[src/rtl/spi_pkg.sv]
// Shared constants and types for the SPI slave block.
package spi_pkg;

   localparam int DEF_DATA_WIDTH  = 8;
   localparam int DEF_SYNC_STAGES = 2;

   // System clock period in ns (20 MHz)
   localparam int CLK_PERIOD_NS = 50;

   localparam bit CPOL      = 1'b0;
   localparam bit CPHA      = 1'b0;
   localparam bit MSB_FIRST = 1'b1;

   typedef enum logic {
      ST_IDLE   = 1'b0,
      ST_ACTIVE = 1'b1
   } spi_state_t;

endpackage

[src/rtl/spi_sync_edge.sv]
// N-stage synchronizer for one asynchronous input, followed by a registered
// copy used to flag rising and falling edges of the synchronized level.
module spi_sync_edge #(
   parameter int   STAGES    = 2,
   parameter logic RESET_VAL = 1'b0
) (
   input  logic clk,
   input  logic reset_n,
   input  logic din,
   output logic level,
   output logic rise,
   output logic fall
);

   logic [STAGES-1:0] sync_q;
   logic              prev_q;

   always_ff @(posedge clk or negedge reset_n) begin
      if (!reset_n) begin
         sync_q <= {STAGES{RESET_VAL}};
         prev_q <= RESET_VAL;
      end else begin
         sync_q <= {sync_q[STAGES-2:0], din};
         prev_q <= sync_q[STAGES-1];
      end
   end

   assign level = sync_q[STAGES-1];
   assign rise  = sync_q[STAGES-1] & ~prev_q;
   assign fall  = ~sync_q[STAGES-1] & prev_q;

endmodule

[src/rtl/spi_slave.sv]
// Mode-0, MSB-first byte-oriented SPI slave oversampled on clk_system.
// Define SPI_MISO_TRISTATE_EN to float miso while deselected.
module spi_slave
   import spi_pkg::*;
#(
   parameter int DATA_WIDTH  = DEF_DATA_WIDTH,
   parameter int SYNC_STAGES = DEF_SYNC_STAGES
) (
   input  logic                  clk_system,
   input  logic                  reset_n,
   input  logic                  mosi,
   input  logic                  sclk,
   input  logic                  slave_select_n,
   input  logic                  latch,
   input  logic [DATA_WIDTH-1:0] wr_data,
   output logic                  miso,
   output logic [DATA_WIDTH-1:0] rd_data,
   output logic                  new_data
);

   localparam int                CNT_W    = $clog2(DATA_WIDTH);
   localparam logic [CNT_W-1:0] LAST_BIT = CNT_W'(DATA_WIDTH - 1);

   logic sclk_lvl, sclk_rise, sclk_fall;
   logic mosi_lvl, mosi_rise, mosi_fall;
   logic ss_lvl, ss_rise, ss_fall;
   logic sync_unused;

   spi_sync_edge #(.STAGES(SYNC_STAGES), .RESET_VAL(1'b0)) u_sync_sclk (
      .clk     (clk_system),
      .reset_n (reset_n),
      .din     (sclk),
      .level   (sclk_lvl),
      .rise    (sclk_rise),
      .fall    (sclk_fall)
   );

   spi_sync_edge #(.STAGES(SYNC_STAGES), .RESET_VAL(1'b0)) u_sync_mosi (
      .clk     (clk_system),
      .reset_n (reset_n),
      .din     (mosi),
      .level   (mosi_lvl),
      .rise    (mosi_rise),
      .fall    (mosi_fall)
   );

   // Select resets to deselected so reset release never looks like a select
   spi_sync_edge #(.STAGES(SYNC_STAGES), .RESET_VAL(1'b1)) u_sync_ss (
      .clk     (clk_system),
      .reset_n (reset_n),
      .din     (slave_select_n),
      .level   (ss_lvl),
      .rise    (ss_rise),
      .fall    (ss_fall)
   );

   assign sync_unused = &{1'b0, sclk_lvl, mosi_rise, mosi_fall, ss_rise};

   spi_state_t            state, state_next;
   logic                  do_load, do_clear, do_rx, do_tx;
   logic [DATA_WIDTH-1:0] tx_buf;
   logic [DATA_WIDTH-1:0] tx_shift;
   logic [DATA_WIDTH-1:0] rx_shift;
   logic [CNT_W-1:0]      bit_cnt;
   logic                  reload_pending;

   always_ff @(posedge clk_system or negedge reset_n) begin
      if (!reset_n) begin
         state <= ST_IDLE;
      end else begin
         state <= state_next;
      end
   end

   always_comb begin
      state_next = state;
      do_load    = 1'b0;
      do_clear   = 1'b0;
      do_rx      = 1'b0;
      do_tx      = 1'b0;
      case (state)
         ST_IDLE: begin
            if (ss_fall) begin
               do_load    = 1'b1;
               state_next = ST_ACTIVE;
            end
         end
         ST_ACTIVE: begin
            if (ss_lvl) begin
               do_clear   = 1'b1;
               state_next = ST_IDLE;
            end else begin
               do_rx = sclk_rise;
               do_tx = sclk_fall;
            end
         end
         default: state_next = ST_IDLE;
      endcase
   end

   // A latch strobe only ever touches the buffer; shifting bytes are unaffected
   always_ff @(posedge clk_system or negedge reset_n) begin
      if (!reset_n) begin
         tx_buf         <= '0;
         tx_shift       <= '0;
         rx_shift       <= '0;
         bit_cnt        <= '0;
         reload_pending <= 1'b0;
         rd_data        <= '0;
         new_data       <= 1'b0;
      end else begin
         new_data <= 1'b0;
         if (latch) begin
            tx_buf <= wr_data;
         end
         if (do_load) begin
            tx_shift       <= latch ? wr_data : tx_buf;
            rx_shift       <= '0;
            bit_cnt        <= '0;
            reload_pending <= 1'b0;
         end else if (do_clear) begin
            tx_shift       <= '0;
            rx_shift       <= '0;
            bit_cnt        <= '0;
            reload_pending <= 1'b0;
         end else begin
            if (do_rx) begin
               rx_shift <= {rx_shift[DATA_WIDTH-2:0], mosi_lvl};
               if (bit_cnt == LAST_BIT) begin
                  bit_cnt        <= '0;
                  rd_data        <= {rx_shift[DATA_WIDTH-2:0], mosi_lvl};
                  new_data       <= 1'b1;
                  reload_pending <= 1'b1;
               end else begin
                  bit_cnt <= bit_cnt + CNT_W'(1);
               end
            end
            // Falling edge after a completed byte starts the next byte from the buffer
            if (do_tx) begin
               if (reload_pending) begin
                  tx_shift       <= latch ? wr_data : tx_buf;
                  reload_pending <= 1'b0;
               end else begin
                  tx_shift <= {tx_shift[DATA_WIDTH-2:0], 1'b0};
               end
            end
         end
      end
   end

`ifdef SPI_MISO_TRISTATE_EN
   assign miso = ss_lvl ? 1'bz : tx_shift[DATA_WIDTH-1];
`else
   assign miso = ss_lvl ? 1'b0 : tx_shift[DATA_WIDTH-1];
`endif

endmodule

[config.mk]
export PLATFORM = sky130hd
export DESIGN_NAME = spi_slave
export DESIGN_NICKNAME = d
export VERILOG_FILES = /design/src/rtl/spi_pkg.sv /design/src/rtl/spi_sync_edge.sv /design/src/rtl/spi_slave.sv
export SDC_FILE = /design/constraint.sdc
export NUM_CORES = 1
export LEC_CHECK = 0
export CORE_MARGIN = 10
export CORE_UTILIZATION = 40
export CTS_CLUSTER_DIAMETER = 200
export DETAILED_ROUTE_END_ITERATION = 10
export MAX_ROUTING_LAYER = met4
export PLACE_DENSITY = 0.59
export SYNTH_ARGS = -nofsm -noshare
export SYNTH_HDL_FRONTEND = slang
export SYNTH_SLANG_ARGS = --single-unit
[constraint.sdc]
create_clock -name clk_system -period 1.83 [get_ports clk_system]
set_clock_uncertainty 0.05 [all_clocks]
set_input_delay 0.2745 -clock clk_system [delete_from_list [all_inputs] [get_ports clk_system]]
set_output_delay 0.2745 -clock clk_system [all_outputs]
set_load 0.02 [all_outputs]
==> results of run 1 <==
==> state kept, by name (all words and copies together), names as in the netlist <==
register	flops
bit_cnt	3
new_data	1
rd_data	8
reload_pending	1
rx_shift	7
state	1
tx_buf	8
tx_shift	8
u_sync_mosi.sync_q	2
u_sync_sclk.prev_q	1
u_sync_sclk.sync_q	2
u_sync_ss.prev_q	1
u_sync_ss.sync_q	2
==> kinds of logic (layout without fill, tap and decap cells) <==
logic type                 Yosys count  after routing
adders and majority gates            2              2
and+or+nand+nor                     29             29
muxes                               17             17
AOI/OAI and AO/OA                   37             37
DFF                                 45             45
buffers and inverters                8             40
==> power breakdown <==
group	internal, mW	switching, mW	total, mW
clock	0.265	0.311	0.575
combinational	0.110	0.120	0.230
sequential	1.06	0.0385	1.10
total	1.44	0.469	1.91
==> final cells by class <==
type                       instances  area share
sequential                        45       0.510
tap                               52      0.0294
inverter                           1     0.00169
multi-input combinational         85       0.292
clock inverter                     2     0.00452
timing repair buffer              31       0.129
clock buffer                       6      0.0328
==> per-layer routing <==
| layer | vias to the layer above | global-route usage | share of wire |
|---|---|---|---|
| li1 | 553 | - | - |
| met1 | 583 | 0.120 | 0.48 |
| met2 | 29 | 0.147 | 0.46 |
| met3 | 4 | 0.0390 | 0.059 |
| met4 | 0 | 0.0319 | 0.0067 |
| met5 | - | - | 0 |
==> cells in the final DEF, fill, tap and decap left out <==
cell / count
ha_1: 2
buf_2: 1
clkbuf_8: 5
o21ai_1: 1
o21ai_0: 6
nor2b_1: 4
buf_4: 7
dfrtp_1: 42
nor2_4: 1
o22ai_2: 2
o22ai_1: 7
dlygate4sd2_1: 1
mux2_2: 16
a211oi_2: 1
dfstp_2: 3
nand2b_4: 1
nand2_1: 10
nor2_1: 10
a22o_1: 9
clkinv_2: 2
nand2_4: 1
nor2b_4: 1
clkbuf_1: 1
clkdlybuf4s50_1: 21
mux2i_1: 1
nor3b_4: 1
a211oi_1: 1
a21oi_1: 8
inv_1: 1
a21o_1: 1
dlygate4sd3_1: 1
o31ai_2: 1
==> worst max-delay path: cells and delay by family, from the launching register on <==
kind	cells	cell delay (ns)
buffers and inverters	1	0.32
AND/OR/NAND/NOR	1	0.08
flip-flops	1	0.64
==> path summary, 6_finish.rpt <==
check	startpoint	end	slack (ns)	depth (start not counted)
worst max-delay path	u_sync_ss.sync_q[1]	miso	0.18	2
worst min-delay path	u_sync_ss.sync_q[0]	u_sync_ss.sync_q[1]	0.31	0
worst max register to register	u_sync_sclk.sync_q[1]	rd_data[2]	0.24	4
worst min register to register	u_sync_ss.sync_q[0]	u_sync_ss.sync_q[1]	0.31	0
max in group asynchronous	reset_n	u_sync_ss.prev_q	0.75	3
min in group asynchronous	reset_n	tx_buf[3]	0.37	2
==> through the flow <==
step	instances	area, um^2	utilization	hold WS, ns	worst slack (ns)
after floorplan	138	1830	-	-0.0711	0.427
after global placement	213	2120	0.484	0.166	0.147
after detailed placement	213	2120	0.484	0.162	0.122
after CTS	222	2210	0.505	0.310	0.153
after global routing	222	2210	0.505	0.320	0.0869
final	222	2210	0.505	0.308	0.185
==> repair_timing <==
action,in CTS,in global routing
setup endpoints to repair,1,0
hold buffers,1,0
hold endpoints to repair,14,0
gates resized for setup,1,0
==> results.yml, run 1 <==
routing:
  drt_iter0_markers: 78
  routed_wl_mm: 3.42
  drc: 0
  viasPerCell: 5.27
  drt.antenna.violating_nets: 0
  first_pass_iters: 4
  vias: 1169
  avgRoutedWirePerCell_um: 15.4
timing:
  rsz0062_at_grt: "no"
  tns_ns: 0
  min_period_ns: 1.65
  setup_viol: 0
  worst_slew_pin_slew_ns: 0.425
  maxSlewHeadroom: 0.716
  final_max_slew_viol_count: 0
  fin_crit_sh: 0.899
  hold_violations: 0
  max_freq_ghz: 0.608
clock_tree:
  cts_htree_levels: 2
  cts-root-buf: "clkbuf_8"
  cts_buffers: 5
  cts.reportedPaths.clkPinSlew_ns: 0.07
  cts_buffer_depth: 2
  clock_sinks: 45
  cts_tree: "done"
  insertion_delay_ns: 0.29
  post_cts_buffers: 0
final_layout:
  layout.area.seq_um2: 1130
  fillCellCount: 382
  diodes: 0
  area_growth_pct: 21.2
  multi_input_area_um2: 647
  drive_above_1_share: 0.253
  finalNetCount: 185
floorplanning:
  die_y_um: 87.6
  start_util: 0.417
  row_count: 24
  num_io_pins: 24
  die_x_um: 87.6
  dieArea_um2: 7670
  core_region_area_um2: 4380
logic_synthesis:
  syn_avg_cell_area_um2: 13.2
  synth_top_family_by_area: "compound AO/OA/AOI/OAI gates"
  yosys-top-cells-count: "42 x dfrtp_1, 16 x mux2_2, 10 x nand2_1, 10 x nor2_1, 9 x a22o_1"
  synth_edf_count: 0
  yosysTopAreaCell: "dfrtp_1"
  synth_top_area_frac: 0.575
  yosysSeqAreaShare: 0.618
  synthCells: 138
  synth_compound_area_frac: 0.144
  synth.ff_latch_count: 45
  synthSimpleGateAreaFrac: 0.0925
  synth_area_um2: 1830
  synth_cell_types: 29
  synthArstFlopShare: 1.00
  synth.area.mux_share: 0.104
  yosysMostFrequentCell: "dfrtp_1"
  yosys.area_share.adder: 0.0137
  yosys_warnings: 0
  synth_ff_type: "dfrtp_1"
  syn_nets: 154
  synth_xor_area_frac: 0
  synth.area.top_cells: "dfrtp_1 58%, mux2_2 9.9%, dfstp_2 4.3%"
global_route:
  antenna_found_initial: 0
  grt.total_usage: 0.0989
  grt_first_pass_wirelength_mm: 5.90
  grt_max_degree: 17
  grt.overflow.total: 0
  grt_pass1_vias: 1268
setup_path:
  crit_path_start_kind: "flip-flop"
  arrival_ns: 1.32
  critPathSlowestCell: "dfstp_2"
  crit_path_end_kind: "output port"
  cp_max_fo: 9
  cpPeakStageDelay_ns: 0.64
  required_ns: 1.51
  path_class: "flip-flop to output port"
  cp_cell_sequence: "nor2b_1, dlygate4sd2_1"
status:
  status: "complete, no violations"
flow_run:
  maxCapViolations: 0
power:
  peakVddDrop_mv: 0.397
  p_total_mw: 1.91
  p_per_area_nw_per_um2: 861
  power_leakage_nw: 1.02
placed_design:
  port_buffers: 23
  hpwl_mm: 2.49
  gp_congestion: 0.827
worst_hold_path:
  holdCritPathClass: "flip-flop to flip-flop"
(Power assumes the default switching activity.)
==> run 2: changes to the inputs <==
--- a/config.mk
+++ b/config.mk
@@ -5,7 +5,7 @@
 export SDC_FILE = /design/constraint.sdc
 export NUM_CORES = 1
 export LEC_CHECK = 0
-export CORE_MARGIN = 10
+export CORE_MARGIN = 5
 export CORE_UTILIZATION = 40
 export CTS_CLUSTER_DIAMETER = 200
 export DETAILED_ROUTE_END_ITERATION = 10
==> run 2 against run 1 <==
Compared with the run above: cell count rose by 0.45%; die area fell by 22%; sequential power barely moved; register-to-register slack got worse by 0.06 ns; total power rose by 2.0%; design area rose by 0.73%; wire length fell by 3.6%; largest power group unchanged; utilization rose by 0.37 points; worst hold slack got worse by 0.0050 ns; flip-flop and latch count did not move; non-clock buffer count rose by 1; first-iteration DRC count fell by 36%; critical endpoint unchanged.
==> results.yml, run 2 (synthesized netlist as in run 1, its figures left out) <==
routing:
  drt-met1-wl_mm: 1.52
  top_layer: "met4"
  first_pass_iters: 4
  avgRoutedWirePerCell_um: 14.8
  route.met2.wl_mm: 1.55
  drt_iter0_markers: 50
  vias: 1165
  drc: 0
  met3_length_um: 185
  routed_wl_mm: 3.30
  drt.antenna.violating_nets: 0
  viasPerCell: 5.22
clock_tree:
  cts-root-buf: "clkbuf_8"
  insertion_delay_ns: 0.29
  clock_sinks: 45
  cts_buffers: 5
  cts.reportedPaths.clkPinSlew_ns: 0.08
  cts_buffer_depth: 2
  cts_htree_levels: 2
  cts_tree: "done"
timing:
  setup_slack_ns: 0.104
  final_max_slew_viol_count: 0
  worst_slew_pin_slew_ns: 0.475
  setup_viol: 0
  whs_ns: 0.303
  rsz0062_at_grt: "no"
  hold_violations: 0
  max_freq_ghz: 0.579
  min_period_ns: 1.73
  tns_ns: 0
  maxSlewHeadroom: 0.683
  fin_crit_sh: 0.943
setup_path:
  cp_max_fo: 2
  arrival_ns: 1.40
  path_class: "flip-flop to output port"
  required_ns: 1.51
  crit_path_end_kind: "output port"
  crit_path_start_kind: "flip-flop"
final_layout:
  reg.largest.list: "rd_data (8), tx_buf (8), tx_shift (8)"
  fin_cells: 223
  drive_above_1_share: 0.251
  final_common_cell: "dfrtp_1"
  layout_common_cells: "42 x dfrtp_1, 22 x clkdlybuf4s50_1, 16 x mux2_2"
  finalNetCount: 186
  area_growth_pct: 22.1
  diodes: 0
floorplanning:
  row_count: 24
  start_util: 0.417
  num_io_pins: 24
  dieArea_um2: 6020
  core_region_area_um2: 4380
  die_x_um: 77.6
  die_y_um: 77.6
global_route:
  grt_pass1_vias: 1286
  grt.total_usage: 0.128
  antenna_found_initial: 0
  grt_first_pass_wirelength_mm: 6.08
  grt.overflow.total: 0
  grt_max_degree: 17
placed_design:
  gp_congestion: 0.786
  dp_slack_ns: 0.110
  hpwl_mm: 2.40
  numPlacedInstances: 213
  port_buffers: 23
worst_hold_path:
  holdCritPathClass: "flip-flop to flip-flop"
status:
  status: "complete, no violations"
power:
  p_per_area_nw_per_um2: 873
  p_total_mw: 1.95
  peakVddDrop_mv: 0.587
  power_leakage_nw: 1.02
flow_run:
  maxCapViolations: 0
run 2: cell count changes in the layout (fill, tap and decap cells not counted), sizes merged:
| cell | delta |
|---|---|
| dlygate4sd2 | -1 |
| clkbuf | +2 |
| buf | +1 |
| clkdlybuf4s50 | +1 |
| clkinv | -2 |
run 2: layout make-up:
type / instances / area (um^2)
multi-input combinational: 85 / 647
tap: 52 / 65.1
timing repair buffer: 32 / 295
inverter: 1 / 3.75
sequential: 45 / 1130
fill: 380 / 2150
clock buffer: 8 / 90.1
run 2: worst paths after layout:
check	from	endpoint	slack (ns)	depth (start not counted)
max reg2reg	u_sync_ss.sync_q[1]	rd_data[7]	0.18	5
max	u_sync_ss.sync_q[1]	miso	0.10	2
min in group asynchronous	reset_n	tx_buf[3]	0.37	2
min reg2reg	u_sync_mosi.sync_q[0]	u_sync_mosi.sync_q[1]	0.30	0
min	u_sync_mosi.sync_q[0]	u_sync_mosi.sync_q[1]	0.30	0
max in group asynchronous	reset_n	u_sync_ss.prev_q	0.76	3
run 2: per-layer routing:
metal	track usage	up-vias
li1	-	556
met1	0.165	569
met2	0.191	34
met3	0.0394	6
met4	0.0447	0
met5	-	-
run 2: report_power, final:
part,switching (mW),internal (mW)
Clock,0.303,0.308
Sequential,0.0337,1.06
Combinational,0.124,0.114
Total,0.461,1.49
run 2: repair_timing:
| action | 4_1_cts | 5_1_grt |
|---|---|---|
| gates resized for setup | 0 | 0 |
| buffers inserted | 1 | 0 |
| endpoints found under the hold margin | 14 | 0 |
| endpoints found under the setup margin | 1 | 0 |
| hold buffers | 1 | 0 |
run 2: per-stage QoR:
step	util	cell area (um^2)
after floorplan	-	1830
after global placement	0.484	2120
after detailed placement	0.484	2120
after CTS	0.509	2230
after global routing	0.509	2230
final	0.509	2230
run 2: worst max-delay path: stages, from the launching register on:
cell and delay [ns]:
dfstp_2 0.54, nor2b_1 0.04, clkdlybuf4s50_1 0.53
==> run 3: changes to the inputs <==
--- a/config.mk
+++ b/config.mk
@@ -11,6 +11,8 @@
 export DETAILED_ROUTE_END_ITERATION = 10
 export MAX_ROUTING_LAYER = met4
 export PLACE_DENSITY = 0.59
+export SLEW_MARGIN = 30
 export SYNTH_ARGS = -nofsm -noshare
 export SYNTH_HDL_FRONTEND = slang
 export SYNTH_SLANG_ARGS = --single-unit
+export TNS_END_PERCENT = 1
==> results of run 3 <==
Same layout as run 2: the final DEF is identical, and so are final timing and power.
